<file path="config.mk">
export PLATFORM = sky130hd
export DESIGN_NAME = cdb_arbiter
export DESIGN_NICKNAME = d
export VERILOG_FILES = /design/src/rtl/cdb_arbiter.sv
export SDC_FILE = /design/constraint.sdc
export NUM_CORES = 1
export LEC_CHECK = 0
export CORE_ASPECT_RATIO = 1.2
export CORE_MARGIN = 2
export CORE_UTILIZATION = 45
export DETAILED_ROUTE_END_ITERATION = 8
export HOLD_SLACK_MARGIN = 0.15
export PLACE_DENSITY = 0.81
export SYNTH_ARGS = -nofsm -noshare
export SYNTH_HDL_FRONTEND = slang
export SYNTH_SLANG_ARGS = --single-unit
</file>
<file path="constraint.sdc">
create_clock -name clk -period 5 [get_ports clk]
set_input_delay 1.5 -clock clk [delete_from_list [all_inputs] [get_ports clk]]
set_output_delay 1.5 -clock clk [all_outputs]
set_load 0.005 [all_outputs]
</file>
<file path="src/rtl/cdb_arbiter.sv">
// Common data bus arbiter: one registered broadcast per cycle from NUM_SRC single-entry holding registers.
// Define CDB_AGE_PRIO_EN for oldest-first (ROB age) selection; the default build is round robin.
module cdb_arbiter #(
    parameter int NUM_SRC    = 3,
    parameter int ROB_ADDR_W = 4,
    parameter int DATA_W     = 32
) (
    input  logic                          clk,
    input  logic                          rst,
    input  logic                          flush,
    input  logic [ROB_ADDR_W-1:0]         rob_head,
    input  logic [NUM_SRC-1:0]            src_valid,
    output logic [NUM_SRC-1:0]            src_ready,
    input  logic [NUM_SRC*ROB_ADDR_W-1:0] src_robnum,
    input  logic [NUM_SRC*DATA_W-1:0]     src_data,
    input  logic [NUM_SRC-1:0]            src_need_jump,
    input  logic [NUM_SRC*DATA_W-1:0]     src_true_pc,
    output logic                          cdb_valid,
    output logic [ROB_ADDR_W-1:0]         cdb_robnum,
    output logic [DATA_W-1:0]             cdb_data,
    output logic                          cdb_need_jump,
    output logic [DATA_W-1:0]             cdb_true_pc,
    output logic [2:0]                    cdb_src
);

    logic [NUM_SRC-1:0]    hold_v;
    logic [ROB_ADDR_W-1:0] hold_robnum  [NUM_SRC];
    logic [DATA_W-1:0]     hold_data    [NUM_SRC];
    logic [NUM_SRC-1:0]    hold_need_jump;
    logic [DATA_W-1:0]     hold_true_pc [NUM_SRC];

    logic [2:0]            rr_ptr;
    logic                  sel_any;
    logic [2:0]            sel_idx;
    logic [ROB_ADDR_W-1:0] sel_robnum;
    logic [DATA_W-1:0]     sel_data;
    logic                  sel_need_jump;
    logic [DATA_W-1:0]     sel_true_pc;
    int                    key;
    int                    best_key;

    logic                  grant_any;
    logic [NUM_SRC-1:0]    grant;
    logic [NUM_SRC-1:0]    accept;

`ifdef CDB_AGE_PRIO_EN
    logic [ROB_ADDR_W-1:0] age;
    logic                  unused_rr_ptr;
    assign unused_rr_ptr = ^rr_ptr;
`else
    logic                  unused_rob_head;
    assign unused_rob_head = ^rob_head;
`endif

    // Smallest key among held entries wins; strict compare breaks ties toward the lowest index.
    always_comb begin
        sel_any       = 1'b0;
        sel_idx       = '0;
        sel_robnum    = '0;
        sel_data      = '0;
        sel_need_jump = 1'b0;
        sel_true_pc   = '0;
        key           = 0;
        best_key      = 0;
`ifdef CDB_AGE_PRIO_EN
        age           = '0;
`endif
        for (int i = 0; i < NUM_SRC; i++) begin
`ifdef CDB_AGE_PRIO_EN
            age = hold_robnum[i] - rob_head;
            key = int'(age);
`else
            key = i - int'(rr_ptr) - 1;
            if (key < 0) begin
                key = key + NUM_SRC;
            end
`endif
            if (hold_v[i] && (!sel_any || key < best_key)) begin
                sel_any       = 1'b1;
                best_key      = key;
                sel_idx       = 3'(i);
                sel_robnum    = hold_robnum[i];
                sel_data      = hold_data[i];
                sel_need_jump = hold_need_jump[i];
                sel_true_pc   = hold_true_pc[i];
            end
        end
    end

    always_comb begin
        grant     = '0;
        grant_any = sel_any && !flush;
        for (int i = 0; i < NUM_SRC; i++) begin
            grant[i] = grant_any && (sel_idx == 3'(i));
        end
    end

    assign src_ready = {NUM_SRC{!flush}} & (~hold_v | grant);
    assign accept    = src_valid & src_ready;

    // A granted slot may be refilled on the same edge, giving one result per cycle per source.
    always_ff @(posedge clk or negedge rst) begin
        if (!rst) begin
            hold_v         <= '0;
            hold_need_jump <= '0;
            for (int i = 0; i < NUM_SRC; i++) begin
                hold_robnum[i]  <= '0;
                hold_data[i]    <= '0;
                hold_true_pc[i] <= '0;
            end
            rr_ptr        <= 3'(NUM_SRC - 1);
            cdb_valid     <= 1'b0;
            cdb_robnum    <= '0;
            cdb_data      <= '0;
            cdb_need_jump <= 1'b0;
            cdb_true_pc   <= '0;
            cdb_src       <= '0;
        end else begin
            cdb_valid <= grant_any;
            if (grant_any) begin
                cdb_robnum    <= sel_robnum;
                cdb_data      <= sel_data;
                cdb_need_jump <= sel_need_jump;
                cdb_true_pc   <= sel_true_pc;
                cdb_src       <= sel_idx;
                rr_ptr        <= sel_idx;
            end
            for (int i = 0; i < NUM_SRC; i++) begin
                if (flush) begin
                    hold_v[i] <= 1'b0;
                end else if (accept[i]) begin
                    hold_v[i]         <= 1'b1;
                    hold_robnum[i]    <= src_robnum[i*ROB_ADDR_W +: ROB_ADDR_W];
                    hold_data[i]      <= src_data[i*DATA_W +: DATA_W];
                    hold_need_jump[i] <= src_need_jump[i];
                    hold_true_pc[i]   <= src_true_pc[i*DATA_W +: DATA_W];
                end else if (grant[i]) begin
                    hold_v[i] <= 1'b0;
                end
            end
        end
    end

endmodule

</file>
==> results.py <==
metrics = {
    "outcome": {
        "status": "finished with violations",
        "violations": "negative setup slack",
    },
    "synth": {
        "seq_area_frac_synth_pct": 59.1,
        "async_flop_share_pct": 100,
        "synth.distinct_cells": 46,
        "synthCells": 929,
        "synth_area_mm2": 0.0120,
        "yosys_most_used_dff": "dfrtp_1",
        "syn_nets": 1162,
        "synth-edff-count": 0,
        "synth.avg_cell_area_um2": 12.9,
        "ys.warnings.count": 0,
        "yosys_register_bits": 283,
    },
    "die": {
        "pin_count": 293,
        "die_h_um": 183,
        "start_util_pct": 45.7,
        "die_area_mm2": 0.0280,
        "core_mm2": 0.0263,
        "die_w_um": 153,
        "rows": 65,
    },
    "placement": {
        "gp_congestion": 0.867,
        "hpwl_mm": 21.1,
        "dpl_cell_area_mm2": 0.0156,
        "port_buffers": 287,
    },
    "route": {
        "remaining_drc_errors": 0,
        "drt-initial-drc-count": 458,
        "firstDrtPassIters": 4,
        "viasPerCell": 5.58,
        "ant_nets": 0,
        "num_vias": 9137,
        "routedWlPerCell_um": 21.9,
        "drt_wl_total_mm": 35.8,
    },
    "pwr": {
        "pwr-share-comb_pct": 38.8,
        "pwr_density_cell_mw_per_mm2": 535,
        "vdd_ir_drop_max_uv": 335,
        "intPower_mw": 6.35,
        "swShare_pct": 30.9,
        "p_clk_share_pct": 23.3,
        "seqPwrFrac_pct": 37.9,
        "power_leakage_nw": 7.35,
        "switching_power_mw": 2.84,
    },
    "sta": {
        "slew_headroom_pct": 32.9,
        "timing.hold.ws_ns": 0.487,
        "fin_crit_sh_pct": 113,
        "rsz0062_at_grt": "true",
        "fin_ws_ns": -0.663,
        "layout_min_cycle_time_ns": 5.66,
        "worstMarginPinSlew_ns": 1.01,
        "setup_violations": 141,
        "finalMaxSlewViolations": 0,
        "fmax_mhz": 177,
        "finalHoldViolCount": 0,
        "finClkSkew_ns": 0.0180,
    },
    "critical_path": {
        "required_ns": 3.50,
        "ff2ff_setup_slack_ns": -0.58,
        "worstSetupEndpointType": "primary output",
        "crit_arrival_ns": 4.16,
        "cp-start-kind": "flop",
        "path_max_fanout": 4,
        "critical_path_class": "flop to primary output",
    },
    "clocking": {
        "htreeDepth": 1,
        "hold_buffers": 0,
        "cts-root-buf": "clkbuf_16",
        "clock_sink_count": 283,
        "cts_tree": "yes",
        "worstSkewPairLatency_ns": 0.55,
        "clk_pin_slew_ns": 0.06,
        "cts_made_buffers": 30,
        "cts.path.max_buffers": 3,
    },
    "layout": {
        "drive_above_1_share_pct": 28.5,
        "syn_to_final_growth_pct": 43.2,
        "finalNetCount": 1514,
        "stdcell_area_mm2": 0.0172,
        "final_common_cell": "clkdlybuf4s50_1",
        "final_cell_mix": "clkdlybuf4s50_1 (283), dfrtp_1 (281), mux2_2 (189)",
    },
    "global_routing": {
        "grt_max_degree": 124,
        "grtUsageTotal_pct": 23.9,
        "grt_pass1_vias": 9801,
        "grt_pass1_wl_mm": 53.5,
        "antenna_found_initial": 5,
        "grt.overflow.total": 0,
    },
    "min_path": {
        "hp-class": "flop to flop",
    },
    "job": {
        "maxCapViolations": 0,
    },
}
-- routing by layer --
layer | track usage, % | up-vias | share of wire, %
li1 | - | 4045 | -
met3 | 5.41 | 87 | 6.6
met5 | 0 | - | 0.045
met2 | 42.3 | 353 | 52
met4 | 9.59 | 2 | 3.5
met1 | 28.3 | 4650 | 38
-- registers in the layout (all words and copies together), names as in the netlist, 2 cells and up --
signal,flops
cdb_robnum,4
hold_data,96
hold_true_pc,96
cdb_data,32
cdb_true_pc,32
hold_robnum,12
hold_v,3
cdb_src,2
hold_need_jump,3
-- worst max-delay path, cell delays in order, from the launching register on --
cell and delay [ns]:
dfstp_2 0.56, inv_4 0.06, ha_4 0.16, ha_4 0.17, ha_1 0.30, nor2b_4 0.17
a21boi_2 0.07, o21a_2 0.25, nor2_2 0.14, a21oi_2 0.05, ha_2 0.33, or4b_4 0.47
a21oi_4 0.16, o21ai_2 0.10, a21o_1 0.20, a21o_1 0.17, and2_4 0.13, buf_6 0.10
-- path summary, 6_finish.rpt --
kind                                   from          endpoint  cells after the start
hold reg to reg            hold_true_pc[60]  hold_true_pc[60]                      1
setup / recovery                  rr_ptr[1]      src_ready[0]                     17
hold / removal             hold_true_pc[60]  hold_true_pc[60]                      1
max in group asynchronous               rst         rr_ptr[1]                      2
setup reg to reg                  rr_ptr[1]   cdb_true_pc[13]                     31
min in group asynchronous               rst      cdb_data[15]                      1
-- stage by stage --
stage          TNS, ns  instances  total power, mW  util, %  setup slack (ns)
2_1_floorplan        0        929             5.04        -           0.00252
3_5_place_dp     -1.28       1536             6.61     59.4            -0.486
6_report        -59.73       1637             9.19     65.4            -0.663
4_1_cts         -22.39       1614             9.04     64.1            -0.660
5_1_grt         -83.59       1636             9.69     65.4            -0.871
3_3_place_gp     -1.11       1536             6.47     59.4            -0.413
-- Yosys cell counts (all sizes together) (2+ instances only) --
master | n | area (um^2)
o32ai | 2 | 25.0
nor2 | 74 | 278
a21boi | 2 | 15.0
o21ai | 6 | 30.0
nor2b | 2 | 12.5
nand2 | 6 | 22.5
dfrtp | 282 | 7060
clkbuf | 35 | 131
nand2b | 3 | 18.8
nor3 | 4 | 20.0
inv | 82 | 308
a21o | 3 | 22.5
and2 | 2 | 12.5
ha | 16 | 200
or4b | 2 | 20.0
a21oi | 13 | 72.6
buf | 27 | 158
mux2 | 208 | 2340
a221oi | 69 | 604
o21a | 3 | 22.5
o22ai | 70 | 438
nor3b | 2 | 15.0
-- logic make-up (layout without fill, tap and decap cells) --
logic type / Yosys count / in the layout / share of synthesized area, %
mux: 208 / 208 / 19.5
fa+ha+maj: 16 / 16 / 1.67
buf+inv: 144 / 513 / 4.98
simple gates: 100 / 100 / 3.61
other cells: 1 / 5 / 0.0313
compound gates: 177 / 177 / 11.1
flops: 283 / 283 / 59.1
-- timing repair --
action,in CTS,in global routing
pin swaps,15,6
setup endpoints to repair,3,141
gates cloned,0,10
resized for setup,29,12
buffers inserted,29,9
-- power groups by stage --
stage	Combinational (mW)	Clock [mW]	Sequential, mW
after detailed placement	3.10	0	3.51
after global placement	3.01	0	3.47
final	3.57	2.14	3.48
after global routing	3.84	2.28	3.58
after floorplan	1.59	0	3.44
after CTS	3.38	2.18	3.48
-- area by class of cell --
type | count | area, um^2
Multi-Input combinational cell | 502 | 4520
Tap cell | 335 | 419
Antenna cell | 4 | 10.0
Timing Repair Buffer | 382 | 3890
Clock inverter | 5 | 57.6
Fill cell | 1930 | 9090
Inverter | 82 | 310
Sequential cell | 283 | 7080
Clock buffer | 44 | 885
(Power assumes the default switching activity.)
